--- config.mk ---
export PLATFORM = sky130hd
export DESIGN_NAME = muldiv_unit
export DESIGN_NICKNAME = d
export VERILOG_FILES = /design/src/rtl/muldiv_unit.sv
export SDC_FILE = /design/constraint.sdc
export NUM_CORES = 1
export LEC_CHECK = 0
export BUFFER_PORTS_ARGS = -buffer_cell sky130_fd_sc_hd__clkbuf_2
export CAP_MARGIN = 30
export CORE_MARGIN = 4
export CORE_UTILIZATION = 40
export DETAILED_ROUTE_END_ITERATION = 7
export SYNTH_ARGS = -nofsm -noshare
export SYNTH_HDL_FRONTEND = slang
export SYNTH_SLANG_ARGS = --single-unit
--- constraint.sdc ---
create_clock -name CLK -period 9.75 [get_ports CLK]
set_input_delay 1.95 -clock CLK [delete_from_list [all_inputs] [get_ports CLK]]
set_output_delay 1.95 -clock CLK [all_outputs]
set_load 0.02 [all_outputs]
--- src/rtl/muldiv_unit.sv ---
// Iterative radix-2 multiply/divide unit (MULT/MULTU/DIV/DIVU) returning a held HI/LO pair.
// Optional `define MULDIV_ABORT_EN adds an abort input that flushes an operation in flight.
module muldiv_unit #(
    parameter int WIDTH = 32
) (
    input  logic             CLK,
    input  logic             nRST,
    input  logic             start,
    input  logic [1:0]       op,
    input  logic [WIDTH-1:0] input1,
    input  logic [WIDTH-1:0] input2,
`ifdef MULDIV_ABORT_EN
    input  logic             abort,
`endif
    output logic             busy,
    output logic             done,
    output logic [WIDTH-1:0] hi,
    output logic [WIDTH-1:0] lo,
    output logic             divzero
);

    localparam int CW = (WIDTH > 1) ? $clog2(WIDTH) : 1;
    localparam logic [CW-1:0] CNT_LAST = CW'(WIDTH - 1);

    localparam logic [1:0] S_IDLE = 2'd0;
    localparam logic [1:0] S_CALC = 2'd1;
    localparam logic [1:0] S_FIX  = 2'd2;
    localparam logic [1:0] S_DONE = 2'd3;

    logic [1:0]         state_reg,    state_next;
    logic [CW-1:0]      cnt_reg,      cnt_next;
    logic [2*WIDTH-1:0] acc_reg,      acc_next;
    logic [WIDTH-1:0]   mcand_reg,    mcand_next;
    logic               is_div_reg,   is_div_next;
    logic               sign_a_reg,   sign_a_next;
    logic               sign_b_reg,   sign_b_next;
    logic               dz_pend_reg,  dz_pend_next;
    logic [WIDTH-1:0]   orig_a_reg,   orig_a_next;
    logic [WIDTH-1:0]   hi_reg,       hi_next;
    logic [WIDTH-1:0]   lo_reg,       lo_next;
    logic               divzero_reg,  divzero_next;
`ifdef MULDIV_ABORT_EN
    logic               dz_save_reg,  dz_save_next;
`endif

    // Operand sign/magnitude split; unsigned ops pass the operands through untouched.
    logic               is_signed;
    logic [WIDTH-1:0]   opnd     [2];
    logic [WIDTH-1:0]   opnd_mag [2];
    logic [1:0]         opnd_neg;

    assign is_signed = ~op[0];
    assign opnd[0]   = input1;
    assign opnd[1]   = input2;

    generate
        for (genvar gi = 0; gi < 2; gi++) begin : g_mag
            assign opnd_neg[gi] = is_signed & opnd[gi][WIDTH-1];
            assign opnd_mag[gi] = opnd_neg[gi] ? (~opnd[gi] + 1'b1) : opnd[gi];
        end
    endgenerate

    // One radix-2 step. acc holds {partial product | multiplier} or {remainder | quotient}.
    logic [WIDTH:0]     mul_sum;
    logic [WIDTH:0]     div_shift;
    logic [WIDTH:0]     div_diff;
    logic [2*WIDTH-1:0] step_acc;

    always_comb begin
        mul_sum   = {1'b0, acc_reg[2*WIDTH-1:WIDTH]} + (acc_reg[0] ? {1'b0, mcand_reg} : '0);
        div_shift = {acc_reg[2*WIDTH-1:WIDTH], acc_reg[WIDTH-1]};
        div_diff  = div_shift - {1'b0, mcand_reg};
        step_acc  = '0;
        if (is_div_reg) begin
            if (!div_diff[WIDTH])
                step_acc = {div_diff[WIDTH-1:0], acc_reg[WIDTH-2:0], 1'b1};
            else
                step_acc = {div_shift[WIDTH-1:0], acc_reg[WIDTH-2:0], 1'b0};
        end else begin
            step_acc = {mul_sum, acc_reg[WIDTH-1:1]};
        end
    end

    // Sign correction applied in FIX.
    logic [2*WIDTH-1:0] prod_fix;
    logic [WIDTH-1:0]   quot_fix;
    logic [WIDTH-1:0]   rem_fix;
    logic               neg_result;

    always_comb begin
        neg_result = sign_a_reg ^ sign_b_reg;
        prod_fix   = neg_result ? (~acc_reg + 1'b1) : acc_reg;
        quot_fix   = neg_result ? (~acc_reg[WIDTH-1:0] + 1'b1) : acc_reg[WIDTH-1:0];
        rem_fix    = sign_a_reg ? (~acc_reg[2*WIDTH-1:WIDTH] + 1'b1) : acc_reg[2*WIDTH-1:WIDTH];
    end

    logic accept;
    logic flush;

    assign accept = start && ((state_reg == S_IDLE) || (state_reg == S_DONE));
`ifdef MULDIV_ABORT_EN
    assign flush  = abort && ((state_reg == S_CALC) || (state_reg == S_FIX));
`else
    assign flush  = 1'b0;
`endif

    always_comb begin
        state_next   = state_reg;
        cnt_next     = cnt_reg;
        acc_next     = acc_reg;
        mcand_next   = mcand_reg;
        is_div_next  = is_div_reg;
        sign_a_next  = sign_a_reg;
        sign_b_next  = sign_b_reg;
        dz_pend_next = dz_pend_reg;
        orig_a_next  = orig_a_reg;
        hi_next      = hi_reg;
        lo_next      = lo_reg;
        divzero_next = divzero_reg;
`ifdef MULDIV_ABORT_EN
        dz_save_next = dz_save_reg;
`endif
        case (state_reg)
            S_IDLE, S_DONE: begin
                if (accept) begin
                    state_next   = S_CALC;
                    cnt_next     = CNT_LAST;
                    is_div_next  = op[1];
                    sign_a_next  = opnd_neg[0];
                    sign_b_next  = opnd_neg[1];
                    orig_a_next  = input1;
                    dz_pend_next = op[1] && (input2 == '0);
                    // Divide: divisor in mcand, dividend shifts out of acc's low half.
                    mcand_next   = op[1] ? opnd_mag[1] : opnd_mag[0];
                    acc_next     = {{WIDTH{1'b0}}, (op[1] ? opnd_mag[0] : opnd_mag[1])};
                    divzero_next = 1'b0;
`ifdef MULDIV_ABORT_EN
                    dz_save_next = divzero_reg;
`endif
                end else if (state_reg == S_DONE) begin
                    state_next = S_IDLE;
                end
            end
            S_CALC: begin
                acc_next = step_acc;
                cnt_next = cnt_reg - CW'(1);
                if (cnt_reg == '0)
                    state_next = S_FIX;
            end
            S_FIX: begin
                state_next = S_DONE;
                if (!is_div_reg) begin
                    {hi_next, lo_next} = prod_fix;
                end else if (dz_pend_reg) begin
                    hi_next      = orig_a_reg;
                    lo_next      = '1;
                    divzero_next = 1'b1;
                end else begin
                    hi_next = rem_fix;
                    lo_next = quot_fix;
                end
            end
            default: state_next = S_IDLE;
        endcase

        // A flushed operation leaves the previous result (including divzero) visible.
        if (flush) begin
            state_next   = S_IDLE;
            hi_next      = hi_reg;
            lo_next      = lo_reg;
`ifdef MULDIV_ABORT_EN
            divzero_next = dz_save_reg;
`endif
        end
    end

    always_ff @(posedge CLK or negedge nRST) begin
        if (!nRST) begin
            state_reg   <= S_IDLE;
            cnt_reg     <= '0;
            acc_reg     <= '0;
            mcand_reg   <= '0;
            is_div_reg  <= 1'b0;
            sign_a_reg  <= 1'b0;
            sign_b_reg  <= 1'b0;
            dz_pend_reg <= 1'b0;
            orig_a_reg  <= '0;
            hi_reg      <= '0;
            lo_reg      <= '0;
            divzero_reg <= 1'b0;
`ifdef MULDIV_ABORT_EN
            dz_save_reg <= 1'b0;
`endif
        end else begin
            state_reg   <= state_next;
            cnt_reg     <= cnt_next;
            acc_reg     <= acc_next;
            mcand_reg   <= mcand_next;
            is_div_reg  <= is_div_next;
            sign_a_reg  <= sign_a_next;
            sign_b_reg  <= sign_b_next;
            dz_pend_reg <= dz_pend_next;
            orig_a_reg  <= orig_a_next;
            hi_reg      <= hi_next;
            lo_reg      <= lo_next;
            divzero_reg <= divzero_next;
`ifdef MULDIV_ABORT_EN
            dz_save_reg <= dz_save_next;
`endif
        end
    end

    assign busy    = (state_reg == S_CALC) || (state_reg == S_FIX);
    assign done    = (state_reg == S_DONE);
    assign hi      = hi_reg;
    assign lo      = lo_reg;
    assign divzero = divzero_reg;

endmodule

==> impl_metrics.yaml <==
sta:
  rsz0062_at_grt: "no"
  fmax_mhz: 234.2
  max_slew_margin_pct: 32.66
  setup_viol: 0
  drv_slew: 0
  hold_violations: 0
  post-route-period-util_pct: 43.79
  tns_ps: 0
  setup_ws_ps: 5480
  max_slew.worst_pin.slew_ps: 1008
  min_period_ps: 4270
  finalClockSkew_ps: 20.78
place:
  io_buffer_count: 135
  gp_congestion: 0.9007
  hpwl_um: 41500
  place_ws_ps: 4960
layout:
  area_delta_synth_final_pct: 11.98
  largest_reg_flops: 64
  postLayoutCoreUtil_pct: 45.34
  fin_nets: 2269
  layout-drive-gt1-share_pct: 12.46
die:
  placementRows: 74
  coreArea_mm2: 0.04092
  initial_core_util_pct: 40.49
  die_area_mm2: 0.04475
  die_h_um: 211.5
  io_pins: 136
  dieWidth_um: 211.5
worst_setup_path:
  critPathKind: "input pin to flop"
  crit_family: "simple AND/OR/NAND/NOR gates"
  cp.arrival_ps: 4650
  path_cells: "clkbuf_2, or2_2, nor4_1, nand3_1, or2_2, o21ai_0, xor2_1, nor2_1, a21oi_1, o21ai_0"
  worst_setup_path_end_kind: "flop"
  crit_path_start_kind: "input pin"
  slowest_delay_ps: 700
  slowest_stage: "nor4_1"
  cp_num_buf_inv: 1
  critical_path.max_fanout: 5
  worstPathRequired_ps: 10130
yosys:
  synthCells: 2083
  yosys-top-cells-count: "nor2_1 (229), a21oi_1 (216), dfrtp_1 (204)"
  yosysTopAreaCellShare_pct: 30.81
  yosys-top-cells-area: "dfrtp_1 (31%), a21oi_1 (6.5%), xnor2_1 (5.6%)"
  synth_edf_count: 0
  syn_area_per_cell_um2: 7.955
  synth_flop_cell: "dfrtp_1"
  ys_ff_latch: 204
  async_flop_share_pct: 100.0
  yosysSeqAreaShare_pct: 30.81
  synth.distinct_cells: 77
  synth_nets: 2227
  syn_area_mm2: 0.01657
  synth.most_common_cell: "nor2_1"
  yosys.area.top_type: "dfrtp_1"
  ys_warn_count: 0
grt:
  antenna_found_initial: 7
  grt_pass1_wl_um: 83490
  grt_use_total_pct: 23.31
  grt_max_degree: 115
  gr-total-overflow: 0
  grt_pass1_vias: 14500
power_and_ir_drop:
  irDropWorstVdd_mv: 0.1852
  p_leak_nw: 8.130
  power.density_mw_per_mm2: 370.2
cts:
  cts_resized: 0
  cts_setup_buffers: 0
  root_buffer: "clkbuf_16"
  cts_made_buffers: 25
  clock_sinks: 204
  htreeDepth: 1
  clock_latency_ps: 550
  tritoncts: "yes"
  clk_pin_slew_ps: 60
  cts.path.max_buffers: 3
  cts_hold_buf: 0
flow_run:
  drv_cap: 0
status:
  status: "complete, no violations"
drt:
  wl_per_cell_um: 20.37
  routed_via_density: 5.823
  route.detailed.drc: 0
  drtAntennaViolNets: 0
  routed_wl_um: 54490
  dr.pass1.iters: 8
  dr.first_iter.drc_count: 1234
  vias: 15580
min_path:
  worst_hold_path_type: "flop to flop"
[report_power, final]
group	internal [mW]	switching, mW	leakage (nW)	total (mW)
Combinational	1.59	2.53	5.22	4.12
Sequential	1.24	0.473	2.47	1.71
Clock	0.650	0.391	0.433	1.04
Total	3.48	3.39	8.13	6.87
[metal layers]
layer | GRT usage, % | part of all wire [%] | vias up
met3 | 4.668 | 6.8 | 81
met1 | 33.41 | 45 | 7548
met4 | 6.797 | 3.0 | 8
li1 | - | - | 7485
met5 | 0 | 0.092 | -
met2 | 35.83 | 45 | 454
[worst min-delay path, cell delays in order, from the launching register on]
cell and delay, ps:
dfrtp_1 340, nand2_1 50, o21ai_0 60
[path summary, 6_finish.rpt]
path                                     from            end  slack (ps)  depth (start not counted)
worst min register to register  mcand_reg[30]  mcand_reg[30]         480                          2
worst max-delay path                input1[3]  mcand_reg[30]        5480                         10
worst max register to register     acc_reg[0]    acc_reg[60]        5550                         13
min in group asynchronous                nRST     cnt_reg[0]        1500                          1
max in group asynchronous                nRST    acc_reg[39]        7110                          2
worst min-delay path            mcand_reg[30]  mcand_reg[30]         480                          2
[per-stage QoR]
stage / total power [mW] / area, µm² / hold WS (ps) / instances
after CTS: 6.851 / 18530 / 484.3 / 2673
after global routing: 7.384 / 18560 / 502.1 / 2675
after detailed placement: 5.785 / 17630 / 470.5 / 2629
after global placement: 5.691 / 17590 / 464.6 / 2627
final: 6.869 / 18560 / 482.6 / 2675
after floorplan: 4.608 / 16570 / 449.8 / 2083
[placed cells by master (no fill, tap or decap), drive strengths merged, types with 73 or more instances in the layout]
master / instances
a21oi: 216
xor2: 94
nor2: 229
dfrtp: 204
nand2: 194
ha: 73
xnor2: 106
inv: 78
o21ai: 186
clkbuf: 168
[cells by family (layout without fill, tap and decap cells)]
kind of cell,after synthesis,in the layout,synth area share (%)
muxes,103,103,6.577
DFF,204,204,30.81
xor gates and xnor gates,200,200,10.62
and+or+nand+nor,635,635,17.44
buffers and inverters,221,280,5.089
other,0,1,0
AOI/OAI and AO/OA,645,645,23.72
adders and majority gates,75,75,5.754
[final cells by class]
| cell class | instances | area, µm² |
|---|---|---|
| flip-flops and latches | 204 | 5110 |
| well taps | 532 | 665.6 |
| inverters | 79 | 296.5 |
| fillers | 4093 | 22370 |
| diodes | 1 | 2.502 |
| clock inverters | 10 | 202.7 |
| multi-input cells | 1658 | 10680 |
| clock buffers | 34 | 689.4 |
| repair buffers | 157 | 904.6 |
No activity file was read; power rests on OpenSTA's default activity.
